**src/rtl/enc_readout_pkg.sv**
```systemverilog
// Shared opcodes, FSM state encoding and STATUS word layout for the encoder
// readout sequencer.
package enc_readout_pkg;

  localparam logic [1:0] OP_SNAP   = 2'd0;
  localparam logic [1:0] OP_READ   = 2'd1;
  localparam logic [1:0] OP_CLEAR  = 2'd2;
  localparam logic [1:0] OP_STATUS = 2'd3;

  typedef enum logic [2:0] {
    ST_IDLE     = 3'd0,
    ST_DECODE   = 3'd1,
    ST_EXEC     = 3'd2,
    ST_CLR_WAIT = 3'd3,
    ST_DONE     = 3'd4
  } state_e;

  localparam int STAT_OVR_BIT     = 0;
  localparam int STAT_IDX_ERR_BIT = 1;
  localparam int STAT_NUM_LSB     = 16;
  localparam int STAT_SEQ_LSB     = 24;

  localparam logic [31:0] ERR_PATTERN = 32'hDEAD_0000;

  function automatic logic [31:0] status_word(input logic [7:0] seq,
                                              input logic [7:0] num,
                                              input logic       idx_err,
                                              input logic       ovr);
    logic [31:0] w;
    w = '0;
    w[STAT_SEQ_LSB +: 8]  = seq;
    w[STAT_NUM_LSB +: 8]  = num;
    w[STAT_IDX_ERR_BIT]   = idx_err;
    w[STAT_OVR_BIT]       = ovr;
    return w;
  endfunction

endpackage

```
**src/rtl/enc_readout_ctrl_shadow_bank.sv**
```systemverilog
// Shadow register bank: all entries captured together on snap_en_i, one entry
// read back combinationally by index (out-of-range index reads zero).
module enc_shadow_bank
  import enc_readout_pkg::*;
#(
  parameter int NUM_ENC = 4,
  parameter int CNT_W   = 32,
  parameter int IDX_W   = 4
) (
  input  logic                     clk,
  input  logic                     rst_n,
  input  logic                     snap_en_i,
  input  logic [NUM_ENC*CNT_W-1:0] enc_count_i,
  input  logic [IDX_W-1:0]         rd_idx_i,
  output logic [31:0]              rd_data_o
);

  logic [31:0] snap_val [NUM_ENC];
  logic [31:0] shadow_q [NUM_ENC];

  for (genvar gi = 0; gi < NUM_ENC; gi++) begin : g_fit
    if (CNT_W >= 32) begin : g_trunc
      assign snap_val[gi] = enc_count_i[gi*CNT_W +: 32];
    end else begin : g_zext
      assign snap_val[gi] = {{(32-CNT_W){1'b0}}, enc_count_i[gi*CNT_W +: CNT_W]};
    end
  end

  always_ff @(posedge clk or negedge rst_n) begin
    if (!rst_n) begin
      for (int i = 0; i < NUM_ENC; i++) shadow_q[i] <= '0;
    end else if (snap_en_i) begin
      for (int i = 0; i < NUM_ENC; i++) shadow_q[i] <= snap_val[i];
    end
  end

  always_comb begin
    rd_data_o = '0;
    for (int i = 0; i < NUM_ENC; i++) begin
      if (rd_idx_i == IDX_W'(i)) rd_data_o = shadow_q[i];
    end
  end

endmodule

```
**src/rtl/enc_readout_ctrl.sv**
```systemverilog
// Toggle-handshake command sequencer sharing one 32-bit PIO readout word
// among NUM_ENC encoder counters (SNAP / READ / CLEAR / STATUS).
//
// state    | meaning
// IDLE     | waiting for cmd_tgl != ack_tgl; samples cmd_op/cmd_idx
// DECODE   | range-checks the index for READ/CLEAR
// EXEC     | performs the command, updates rd_data / starts clear pulse
// CLR_WAIT | holds enc_clr[idx] high until CLR_PULSE cycles have elapsed
// DONE     | returns ack_tgl to the latched toggle value
module enc_readout_ctrl
  import enc_readout_pkg::*;
#(
  parameter int NUM_ENC   = 4,
  parameter int CNT_W     = 32,
  parameter int IDX_W     = 4,
  parameter int CLR_PULSE = 4
) (
  input  logic                     clk,
  input  logic                     rst_n,
  input  logic [NUM_ENC*CNT_W-1:0] enc_count,
  input  logic                     cmd_tgl,
  input  logic [1:0]               cmd_op,
  input  logic [IDX_W-1:0]         cmd_idx,
  output logic [31:0]              rd_data,
  output logic                     ack_tgl,
  output logic                     busy,
  output logic [NUM_ENC-1:0]       enc_clr,
  output logic [7:0]               snap_seq
);

  localparam int          PW        = $clog2(CLR_PULSE + 1);
  localparam logic [31:0] NUM_ENC_W = 32'(NUM_ENC);
  localparam logic [7:0]  NUM_ENC_B = 8'(NUM_ENC);

  state_e             state_q;
  logic [1:0]         op_q;
  logic [IDX_W-1:0]   idx_q;
  logic               tgl_q;
  logic               tgl_prev_q;
  logic               idx_bad_q;
  logic               idx_err_q;
  logic               ovr_q;
  logic [PW-1:0]      pulse_q;
  logic [31:0]        rd_data_q;
  logic               ack_q;
  logic               busy_q;
  logic [NUM_ENC-1:0] enc_clr_q;
  logic [7:0]         snap_seq_q;

  logic [7:0]  snap_seq_d;
  logic        ovr_evt;
  logic        snap_en;
  logic [31:0] shadow_rd;

  assign snap_seq_d = snap_seq_q + 8'd1;
  assign ovr_evt    = (state_q != ST_IDLE) && (cmd_tgl != tgl_prev_q);
  assign snap_en    = (state_q == ST_EXEC) && (op_q == OP_SNAP);

  enc_shadow_bank #(
    .NUM_ENC (NUM_ENC),
    .CNT_W   (CNT_W),
    .IDX_W   (IDX_W)
  ) u_shadow (
    .clk         (clk),
    .rst_n       (rst_n),
    .snap_en_i   (snap_en),
    .enc_count_i (enc_count),
    .rd_idx_i    (idx_q),
    .rd_data_o   (shadow_rd)
  );

  always_ff @(posedge clk or negedge rst_n) begin
    if (!rst_n) begin
      state_q    <= ST_IDLE;
      op_q       <= OP_SNAP;
      idx_q      <= '0;
      tgl_q      <= 1'b0;
      tgl_prev_q <= 1'b0;
      idx_bad_q  <= 1'b0;
      idx_err_q  <= 1'b0;
      ovr_q      <= 1'b0;
      pulse_q    <= '0;
      rd_data_q  <= '0;
      ack_q      <= 1'b0;
      busy_q     <= 1'b0;
      enc_clr_q  <= '0;
      snap_seq_q <= '0;
    end else begin
      tgl_prev_q <= cmd_tgl;
      if (ovr_evt) ovr_q <= 1'b1;

      case (state_q)
        ST_IDLE: begin
          if (cmd_tgl != ack_q) begin
            op_q    <= cmd_op;
            idx_q   <= cmd_idx;
            tgl_q   <= cmd_tgl;
            busy_q  <= 1'b1;
            state_q <= ST_DECODE;
          end
        end

        ST_DECODE: begin
          idx_bad_q <= ((op_q == OP_READ) || (op_q == OP_CLEAR)) &&
                       (32'(idx_q) >= NUM_ENC_W);
          state_q   <= ST_EXEC;
        end

        ST_EXEC: begin
          state_q <= ST_DONE;
          case (op_q)
            OP_SNAP: begin
              snap_seq_q <= snap_seq_d;
              rd_data_q  <= {snap_seq_d, 24'h0};
            end
            OP_READ: begin
              if (idx_bad_q) begin
                rd_data_q <= ERR_PATTERN | 32'(idx_q);
                idx_err_q <= 1'b1;
              end else begin
                rd_data_q <= shadow_rd;
              end
            end
            OP_CLEAR: begin
              if (idx_bad_q) begin
                idx_err_q <= 1'b1;
              end else begin
                for (int i = 0; i < NUM_ENC; i++) enc_clr_q[i] <= (idx_q == IDX_W'(i));
                pulse_q <= PW'(CLR_PULSE);
                state_q <= ST_CLR_WAIT;
              end
            end
            default: begin
              // A toggle arriving on this very edge is still recorded.
              rd_data_q <= status_word(snap_seq_q, NUM_ENC_B, idx_err_q, ovr_q);
              idx_err_q <= 1'b0;
              ovr_q     <= ovr_evt;
            end
          endcase
        end

        ST_CLR_WAIT: begin
          if (pulse_q == PW'(1)) begin
            enc_clr_q <= '0;
            rd_data_q <= '0;
            state_q   <= ST_DONE;
          end else begin
            pulse_q <= pulse_q - PW'(1);
          end
        end

        ST_DONE: begin
          ack_q   <= tgl_q;
          busy_q  <= 1'b0;
          state_q <= ST_IDLE;
        end

        default: begin
          busy_q  <= 1'b0;
          state_q <= ST_IDLE;
        end
      endcase
    end
  end

  assign rd_data  = rd_data_q;
  assign ack_tgl  = ack_q;
  assign busy     = busy_q;
  assign enc_clr  = enc_clr_q;
  assign snap_seq = snap_seq_q;

endmodule

```
**config.mk**
```make
export PLATFORM = sky130hd
export DESIGN_NAME = enc_readout_ctrl
export DESIGN_NICKNAME = d
export VERILOG_FILES = /design/src/rtl/enc_readout_pkg.sv /design/src/rtl/enc_readout_ctrl_shadow_bank.sv /design/src/rtl/enc_readout_ctrl.sv
export SDC_FILE = /design/constraint.sdc
export NUM_CORES = 1
export LEC_CHECK = 0
export ABC_AREA = 1
export BUFFER_PORTS_ARGS = -buffer_cell sky130_fd_sc_hd__clkbuf_2
export CAP_MARGIN = 10
export CORE_UTILIZATION = 30
export CTS_BUF_LIST = sky130_fd_sc_hd__clkbuf_4
export CTS_CLUSTER_SIZE = 16
export DETAILED_ROUTE_END_ITERATION = 12
export PLACE_DENSITY = 0.53
export SLEW_MARGIN = 10
export SYNTH_ARGS = -nofsm -noshare
export SYNTH_HDL_FRONTEND = slang
export SYNTH_HIERARCHICAL = 1
export SYNTH_SLANG_ARGS = --single-unit
```
**constraint.sdc**
```tcl
create_clock -name clk -period 2.2 [get_ports clk]
set_input_delay 0 -clock clk [delete_from_list [all_inputs] [get_ports clk]]
set_output_delay 0 -clock clk [all_outputs]
set_load 0.02 [all_outputs]
```
## After elaboration in Yosys (flattened, before gate mapping)

Index checks and enable logic that the tools add are counted.

- Register bits: 191
- Bits in latches: 0
- RAM bits: 0
- ROM bits: 0
- Bits of input ports: 137
- Output and inout port bits: 46
- Logic and storage cells: 90
- Memories kept: 0

- $add $sub $neg: 2
- Multipliers: 0
- Div/mod/pow operators: 0
- $lt $le $gt $ge: 1
- Equal/unequal tests: 19
- Shifts and indexed selects: 0
- Multiplexer cells: 28
- Bitwise operators: 2
- Reduce and logical (&&, ||, !) cells: 20

Operator list:

| operator | number |
|---|---|
| $mux W32 | 6 |
| $pmux W32 S3 | 1 |
| $pmux W32 S2 | 1 |
| $mux W3 | 7 |
| $mux W4 | 3 |
| $pmux W3 S4 | 1 |
| $ne A2 B2 Y1 const B | 5 |
| $add A8 B1 Y8 const B | 1 |
| $eq A4 B2 Y1 const B | 2 |
| $pmux W4 S2 | 1 |
| $reduce_and A2 Y1 | 4 |
| $reduce_and A4 Y1 | 2 |
| $eq A3 B1 Y1 const B | 2 |
| $eq A3 B2 Y1 const B | 2 |
| $pmux W3 S2 | 1 |
| $reduce_and A3 Y1 | 2 |
| $reduce_or A3 Y1 | 2 |
| $mux W1 | 5 |
| $eq A4 B1 Y1 const B | 1 |
| $ge A4 B3 Y1 const B | 1 |
| $logic_not A4 Y1 | 1 |
| $ne A2 B1 Y1 const B | 2 |
| $pmux W1 S2 | 2 |
| $eq A3 B3 Y1 const B | 1 |
| other kinds (12) | 16 |

## Depth between registers and ports, before layout

Gate-level depths: netlist of the first run.

- Depth after elaboration: 8
- Gate-level depth with buffers: 11
- Mapped depth without buffers: 10

## Cells and area by module

Netlist of the first run, hierarchy kept.

Modules (own cells, without submodules):

| module | instances | cells an instance | area an instance (sq um) | seq. area each (sq um) |
|---|---|---|---|---|
| enc_shadow_bank | 1 | 464 | 5885.6 | 3203.1 |
| enc_readout_ctrl | 1 | 380 | 3146.8 | 1576.5 |

## Least setup slack after synthesis of the first run

OpenSTA, ideal clock, no wires.

- Kind: register -> register
- Start: register op_q[0]
- End: register u_shadow/shadow_q[100] (netlist name)
- Library setup time: 0.125 ns
- Data arrival time: 1.702 ns
- Data required time: 2.075 ns
- Path slack: 0.373 ns
- Cell stages (with the launch flop): 9
- Buffers on the path: 3
- Period minus slack after synthesis: 1.827 ns
- Cell sequence: dfrtp_1 -> inv_1 -> ha_1 -> inv_1 -> nor2_4 -> buf_2 -> buf_4 -> buf_6 -> mux2_2

- Cells in the longest elaborated chain, start to end: 2

RTL lines:

| what | line | text |
|---|---|---|
| from (decl) | enc_readout_ctrl.sv:36 | `logic [1:0] op_q;` |
| from (signal assigned) | enc_readout_ctrl.sv:95 | `op_q <= cmd_op;` |
| $logic_not A2 Y1 | enc_readout_ctrl.sv:57 | `assign snap_en = (state_q == ST_EXEC) && (op_q == OP_SNAP);` |
| $logic_and A1 B1 Y1 | enc_readout_ctrl.sv:57 |  |
| named net snap_en | enc_readout_ctrl.sv:52 | `logic snap_en;` |
| to (decl) | enc_readout_ctrl_shadow_bank.sv:19 | `logic [31:0] shadow_q [NUM_ENC];` |

The timed path passes the listed nets, and every way through them passes these cells.
A chain may end at the register's enable or synchronous reset.

## Worst setup path after layout of the first run

- Start: register op_q[1]
- End: register u_shadow/shadow_q[16] (netlist name)

- Cells in the longest elaborated chain, start to end: 2

RTL lines:

| what | line |
|---|---|
| $logic_not A2 Y1 | enc_readout_ctrl.sv:57 |
| $logic_and A1 B1 Y1 | enc_readout_ctrl.sv:57 |

No other way between the ends.

==> results.md, run 1 <==
- Met1 Use GR: 0.2271
- Sequential share of power: 0.442
- Clock power frac: 0.141
- Setup repair bufs after CTS: 0
- Met3 GRT Util: 0.04004
- Die area: 30810 sq um
- CP Cell Sequence: inv_1 > ha_1 > inv_1 > nor2_4 > buf_12 > mux2_2
- Ys async rst share: 1.000
- Setup violators final: 0
- Pleak: 5.718 nW
- Grt ovf: 0
- Tmin final: 1.952 ns
- Crit path from: op_q[1]
- Starting Density: 0.3048
- Internal power: 0.007980 W
- Tightest Hold Check Type: in2reg
- CP Capture Type: flop
- I/O pins: 183
- Worst flop-to-flop path endpoint: u_shadow/shadow_q[16]
- Synthesized instance count: 844
- Clk slew on worst S/H paths: 0.16 ns
- Setup WS pre-CTS: 0.3111 ns
- Max Root-Sink Buffers: 2
- Power Total: 0.01359 W
- Initial DRC Count: 490
- Clock sinks: 191
- Yosys warnings: 6
- Switching share of power: 0.4127
- Worst Path Class, Setup: reg2reg
- Synth Net Count: 988
- Synth cell types: 29
- Die Wd: 175.5 um
- TritonRoute pass-1 iters: 5
- Leading cell type by number of instances after synthesis: dfrtp_1
- Area leader, netlist: dfrtp_1
- First-pass GRT wire length: 42190 um
- Root buf cell: clkbuf_4
- Inserted Clock Buffers: 17
- Initial antenna violation count: 4
- Via count: 7353
- RSZ-0062 raised after global routing: false
- Reg2reg path depth: 6
- RD Place Congestion: 0.7426
- Layout cells sized above 1: 0.3462
- Met2 Use GR: 0.3029
- Total GRT Usage: 0.1777
- DRT antenna net count: 0
- PostCTS Resize Cnt: 0
- Top post-synthesis cells by area: dfrtp_1, mux2_2, nand3_1, nand2_1, buf_6
- Port Buffer Count: 182
- Gr busiest metal: met2
- Worst Max-Slew Pin Slew: 0.4627 ns
- FF-to-FF setup slack: 0.25 ns
- Mapped cell area: 9032 sq um
- Vias/cell: 4.704
- Final WS setup: 0.2481 ns
- Main synth FF type: dfrtp_1
- CTS HTree Levels: 4
- Yosys reg bits: 191
- CP Max Fanout: 75
- CP peak stage delay: 0.45 ns
- HPWL Detailed: 18050 um
- Clock Latency Late Sink: 0.58 ns
- Slew Limit Fails: 0
- Worst Hold Path Cells: 2
- Peak VDD IR: 524.3 uV
- CP Capture Point: u_shadow/shadow_q[16]
- Synth-to-Final Area Change: 32.40%
- Comb power frac: 0.417
- Die H: 175.5 um
- Critical Path RT: 2.68 ns
- Max-capacitance violation count: 0
- Worst path slowest cell: dfrtp_1
- Largest net degree at the start of global routing: 76
- Period utilization: 0.8872
- Sequential area share after synthesis: 0.5292
- DR WL/cell: 16.82 um
- Number of synthesized flops with an enable pin: 0
- Critical Path Start Type: flop
- Core ar.: 29640 sq um
- Most used cell, CP: inv_1
- Vias in the first global route: 7616
- Psw: 0.005608 W
- # DRC: 0
- Avg Cell Area, Syn: 10.70 sq um
- P per Cell Area: 1136 nW/um^2
- TNS Setup: 0 ns
- Synth top area share: 0.5292
- TritonCTS clock tree: yes
- Reg2reg start: op_q[1]
- Worst Skew: 0.01999 ns
- Top post-synthesis cells by count: dfrtp_1, nand3_1, mux2_2
- Fmax: 512.3 MHz
- Final WL: 26290 um
- Status: finished clean
- Final nets: 1301
- Std-Cell Rows: 63
- Slew HR: 0.6916
- CP Data Arrival Time: 2.43 ns
- Fin. Hold Viols: 0
[logic make-up (layout without fill, tap and decap cells)]
kind of cell | after synthesis | in the layout | synth area share
compound gates | 40 | 40 | 0.02230
flops | 191 | 191 | 0.5292
simple gates | 387 | 387 | 0.2096
buf+inv | 85 | 411 | 0.06358
fa+ha+maj | 7 | 7 | 0.009696
xor+xnor | 5 | 5 | 0.004848
mux | 129 | 129 | 0.1608
other cells | 0 | 3 | 0
[critical path: cells and delay by family (launching register included)]
kind          cells  cell delay [ns]
buf+inv           3             0.56
flops             1             0.45
mux               1             0.39
fa+ha+maj         1             0.19
simple gates      1             0.18
[per-layer routing]
metal | up-vias | share of wire
met2 | 196 | 0.49
met3 | 25 | 0.047
li1 | 3546 | -
met5 | - | 0.00049
met4 | 2 | 0.014
met1 | 3584 | 0.44
[registers in the layout, indices dropped and copies added (netlist names), 2 cells and up]
| name | cells |
|---|---|
| rd_data | 32 |
| pulse_q | 3 |
| state_q | 3 |
| idx_q | 4 |
| snap_seq | 8 |
| enc_clr | 4 |
| op_q | 2 |
| u_shadow/shadow_q | 128 |
[per-stage QoR]
stage,std cells,hold WS (ns),instance area [sq um],util
floorplan,844,-0.2956,9032,-
finish,1563,0.1577,11960,0.4035
global placement,1390,0.009004,10280,0.3470
global route,1563,0.07393,11960,0.4035
detailed placement,1390,0.004317,10280,0.3470
CTS,1559,0.005289,11940,0.4029
[how the worst min path moves through the flow]
stage / endpoint / slack (ns) / startpoint
floorplan: ack_tgl / -0.30 / rst_n
global placement: rd_data[25] / 0.009 / rst_n
detailed placement: rd_data[25] / 0.004 / rst_n
finish: tgl_prev_q / 0.16 / cmd_tgl
CTS: u_shadow/shadow_q[50] / 0.005 / rst_n
global route: tgl_prev_q / 0.07 / cmd_tgl
[final cells by class]
class	instances	area [sq um]
Antenna cell	3	7.507
Clock buffer	18	135.1
Clock inverter	14	133.9
Fill cell	2944	17680
Inverter	34	130.1
Multi-Input combinational cell	568	3691
Sequential cell	191	4780
Tap cell	390	488.0
Timing Repair Buffer	345	2594
[cells in the final DEF, fill, tap and decap left out, drive strengths merged]
cell type / count
dlygate4sd3: 137
nor2: 34
nand3b: 2
buf: 26
mux2: 129
clkinv: 5
clkbuf: 200
dfrtp: 191
o21ai: 25
nand4: 33
a21oi: 14
nand3: 173
nor3: 2
inv: 39
o22ai: 1
clkinvlp: 3
bufinv: 1
diode: 3
or2: 4
xor2: 5
nand2: 139
ha: 7
[power by group through the flow]
| stage | Clock, W | Sequential (W) | Combinational (W) |
|---|---|---|---|
| after floorplan | 0 | 0.00598 | 0.00385 |
| after global placement | 0 | 0.00607 | 0.00544 |
| after detailed placement | 0 | 0.00609 | 0.00554 |
| after CTS | 0.00203 | 0.00601 | 0.00575 |
| final | 0.00191 | 0.00601 | 0.00566 |
| after global routing | 0.00215 | 0.00620 | 0.00630 |
[repair_timing]
item / 4_1_cts / 5_1_grt
endpoints found under the hold margin: 330 / 14
hold buffers: 137 / 1
setup endpoints to repair: 0 / 0
Note: power is estimated with default switching activity, not from simulation.
==> run 2: changes to the inputs <==
--- a/config.mk
+++ b/config.mk
@@ -6,13 +6,13 @@
 export NUM_CORES = 1
 export LEC_CHECK = 0
 export ABC_AREA = 1
-export BUFFER_PORTS_ARGS = -buffer_cell sky130_fd_sc_hd__clkbuf_2
-export CAP_MARGIN = 10
 export CORE_UTILIZATION = 30
 export CTS_BUF_LIST = sky130_fd_sc_hd__clkbuf_4
 export CTS_CLUSTER_SIZE = 16
 export DETAILED_ROUTE_END_ITERATION = 12
-export PLACE_DENSITY = 0.53
+export DONT_BUFFER_PORTS = 1
+export GPL_TIMING_DRIVEN = 0
+export PLACE_DENSITY = 0.48
 export SLEW_MARGIN = 10
 export SYNTH_ARGS = -nofsm -noshare
 export SYNTH_HDL_FRONTEND = slang
==> results.md, run 2 (synthesis results as in run 1) <==
- Status: finished with violations
- Failing checks: hold timing
- Std-Cell Rows: 63 (unchanged)
- Vias/cell: 4.851 (+3.1%)
- Tmin final: 2.023 ns (+0.07066 ns)
- Commonest non-fill, non-tap cell in the layout: dfrtp_1
- Initial antenna violation count: 3 (-1)
- HPWL Detailed: 19600 um (+8.6%)
- Slew HR: 0.4160 (-0.2756)
- Critical Path RT: 2.77 ns (+0.09 ns)
- Max-capacitance violation count: 0 (unchanged)
- Pleak: 5.219 nW (-8.7%)
- Tightest Hold Check Type: in2async
- Hold_ws: -0.9230 ns (-1.081 ns)
- # DRC: 0 (unchanged)
- Port Buffer Count: 0 (-100%)
- Worst Skew: 0.03555 ns (+0.01556 ns)
- Clock sinks: 191 (unchanged)
- Biggest register: u_shadow/shadow_q
- Clock power frac: 0.153 (+0.012)
- DRT antenna net count: 0 (unchanged)
- RD Place Congestion: 0.7933 (+6.8%)
- Comb power frac: 0.391 (-0.026)
- Fin. Hold Viols: 191 (+191)
- Worst Max-Slew Pin Slew: 0.8761 ns (+0.4134 ns)
- Root buf cell: clkbuf_4
- Sequential share of power: 0.456 (+0.014)
- Via count: 6990 (-4.9%)
- Initial DRC Count: 382 (-22%)
- Setup WS pre-CTS: -0.05738 ns (-0.3685 ns)
- Core ar.: 29640 sq um (unchanged)
- Setup violators final: 0 (unchanged)
- Fmax: 494.4 MHz (-3.5%)
- Period utilization: 0.9193 (+0.03212)
- CP Data Arrival Time: 2.59 ns (+0.16 ns)
- I/O pins: 183 (unchanged)
- Max Root-Sink Buffers: 2 (unchanged)
- Switching share of power: 0.4220 (+0.009294)
- Slew Limit Fails: 0 (unchanged)
- Inserted Clock Buffers: 17 (unchanged)
- Clk slew on worst S/H paths: 0.18 ns (+0.02 ns)
- Max FFs per register: 128 (unchanged)
- CTS HTree Levels: 4 (unchanged)
- TritonRoute pass-1 iters: 5 (unchanged)
- Final WL: 27670 um (+5.2%)
- Final nets: 1179 (-9.4%)
- Layout cells sized above 1: 0.2376 (-0.1086)
- RSZ-0062 raised after global routing: false
- Internal power: 0.007941 W (-0.48%)
- Critical Path Start Type: flop
- Peak VDD IR: 553.2 uV (+5.5%)
- DR WL/cell: 19.20 um (+14%)
- CP Max Fanout: 10 (-87%)
- P per Cell Area: 1188 nW/um^2 (+4.6%)
- Grt ovf: 0 (unchanged)
- Starting Density: 0.3048 (unchanged)
- Commonest non-fill, non-tap cells in the layout: dfrtp_1, nand3_1, dlygate4sd3_1
- Clock Latency Late Sink: 0.63 ns (+0.05 ns)
- Die area: 30810 sq um (unchanged)
- TritonCTS clock tree: yes
- Largest net degree at the start of global routing: 192 (+150%)
- Worst Path Class, Setup: reg2reg
- Vias in the first global route: 7413 (-2.7%)
- Total GRT Usage: 0.1862 (+0.008509)
- First-pass GRT wire length: 43150 um (+2.3%)
- CP Capture Type: flop
- Die H: 175.5 um (unchanged)
- Psw: 0.005799 W (+3.4%)
- Synth-to-Final Area Change: 28.05%
- Final WS setup: 0.1775 ns (-0.07066 ns)
- Die Wd: 175.5 um (unchanged)
-- run 2: changes by cell type in the layout (fill, tap and decap cells not counted), sizes merged --
cell	change
dlygate4sd3	+33
inv	+4
buf	+26
clkbuf	-182
clkinvlp	-2
clkinv	-1
-- run 2: worst max-delay path, cell delays in order (launching register included) --
cell and delay, ns:
dfrtp_1 0.44, inv_1 0.10, ha_1 0.32, inv_1 0.20, nor2_2 0.16, inv_1 0.11, nor2_4 0.23, buf_4 0.24
nand3_1 0.11, nand2_1 0.06
-- run 2: stage by stage --
step	area, sq um	cells	util	setup TNS, ns	power, W
floorplan	9032	844	-	0	0.009832
global placement	9520	1234	0.3212	-1.544	0.01140
detailed placement	9520	1234	0.3212	-1.068	0.01151
CTS	11450	1427	0.3862	0	0.01390
global route	11560	1440	0.3902	0	0.01474
finish	11570	1441	0.3902	0	0.01374
-- run 2: final timing paths --
kind                          startpoint                   end  slack [ns]  cells after the start
min reg2reg                        tgl_q                 tgl_q        0.51                      2
max reg2reg                      op_q[1]           rd_data[15]        0.18                      9
max in group asynchronous          rst_n           snap_seq[0]        2.41                      0
min                                rst_n           snap_seq[6]       -0.92                      0
max                              op_q[1]           rd_data[15]        0.18                      9
min in group clk           enc_count[98]  u_shadow/shadow_q[2]        0.05                      2
-- run 2: layout make-up --
class,count,area [sq um]
repair buffers,172,1717
fillers,2977,18070
clock buffers,17,127.6
well taps,390,488.0
clock inverters,15,183.9
inverters,34,130.1
flip-flops and latches,191,4780
multi-input cells,568,3679
plain buffers,51,454.2
diodes,3,7.507
-- run 2: power groups by stage --
| stage | combinational [W] | sequential, W | clock (W) |
|---|---|---|---|
| final | 0.00537 | 0.00627 | 0.00211 |
| after global routing | 0.00595 | 0.00646 | 0.00233 |
| after CTS | 0.00541 | 0.00628 | 0.00221 |
| after detailed placement | 0.00516 | 0.00636 | 0 |
| after global placement | 0.00508 | 0.00633 | 0 |
| after floorplan | 0.00385 | 0.00598 | 0 |
-- run 2: what timing repair did --
item                       4_1_cts  5_1_grt
setup endpoints to repair       96      120
gates cloned                     0        0
resized for setup                1        2
hold buffers                   161        9
setup buffers                    0        2
hold endpoints to repair       331      200
pin swaps                        0        1
-- run 2: layer usage --
layer / vias to the layer above / global-route usage / routed length (um)
li1: 3302 / - / -
met1: 3473 / 0.2445 / 12430
met2: 192 / 0.3036 / 13150
met3: 21 / 0.05455 / 1774
met4: 2 / 0.03804 / 297
met5: - / 0 / 13
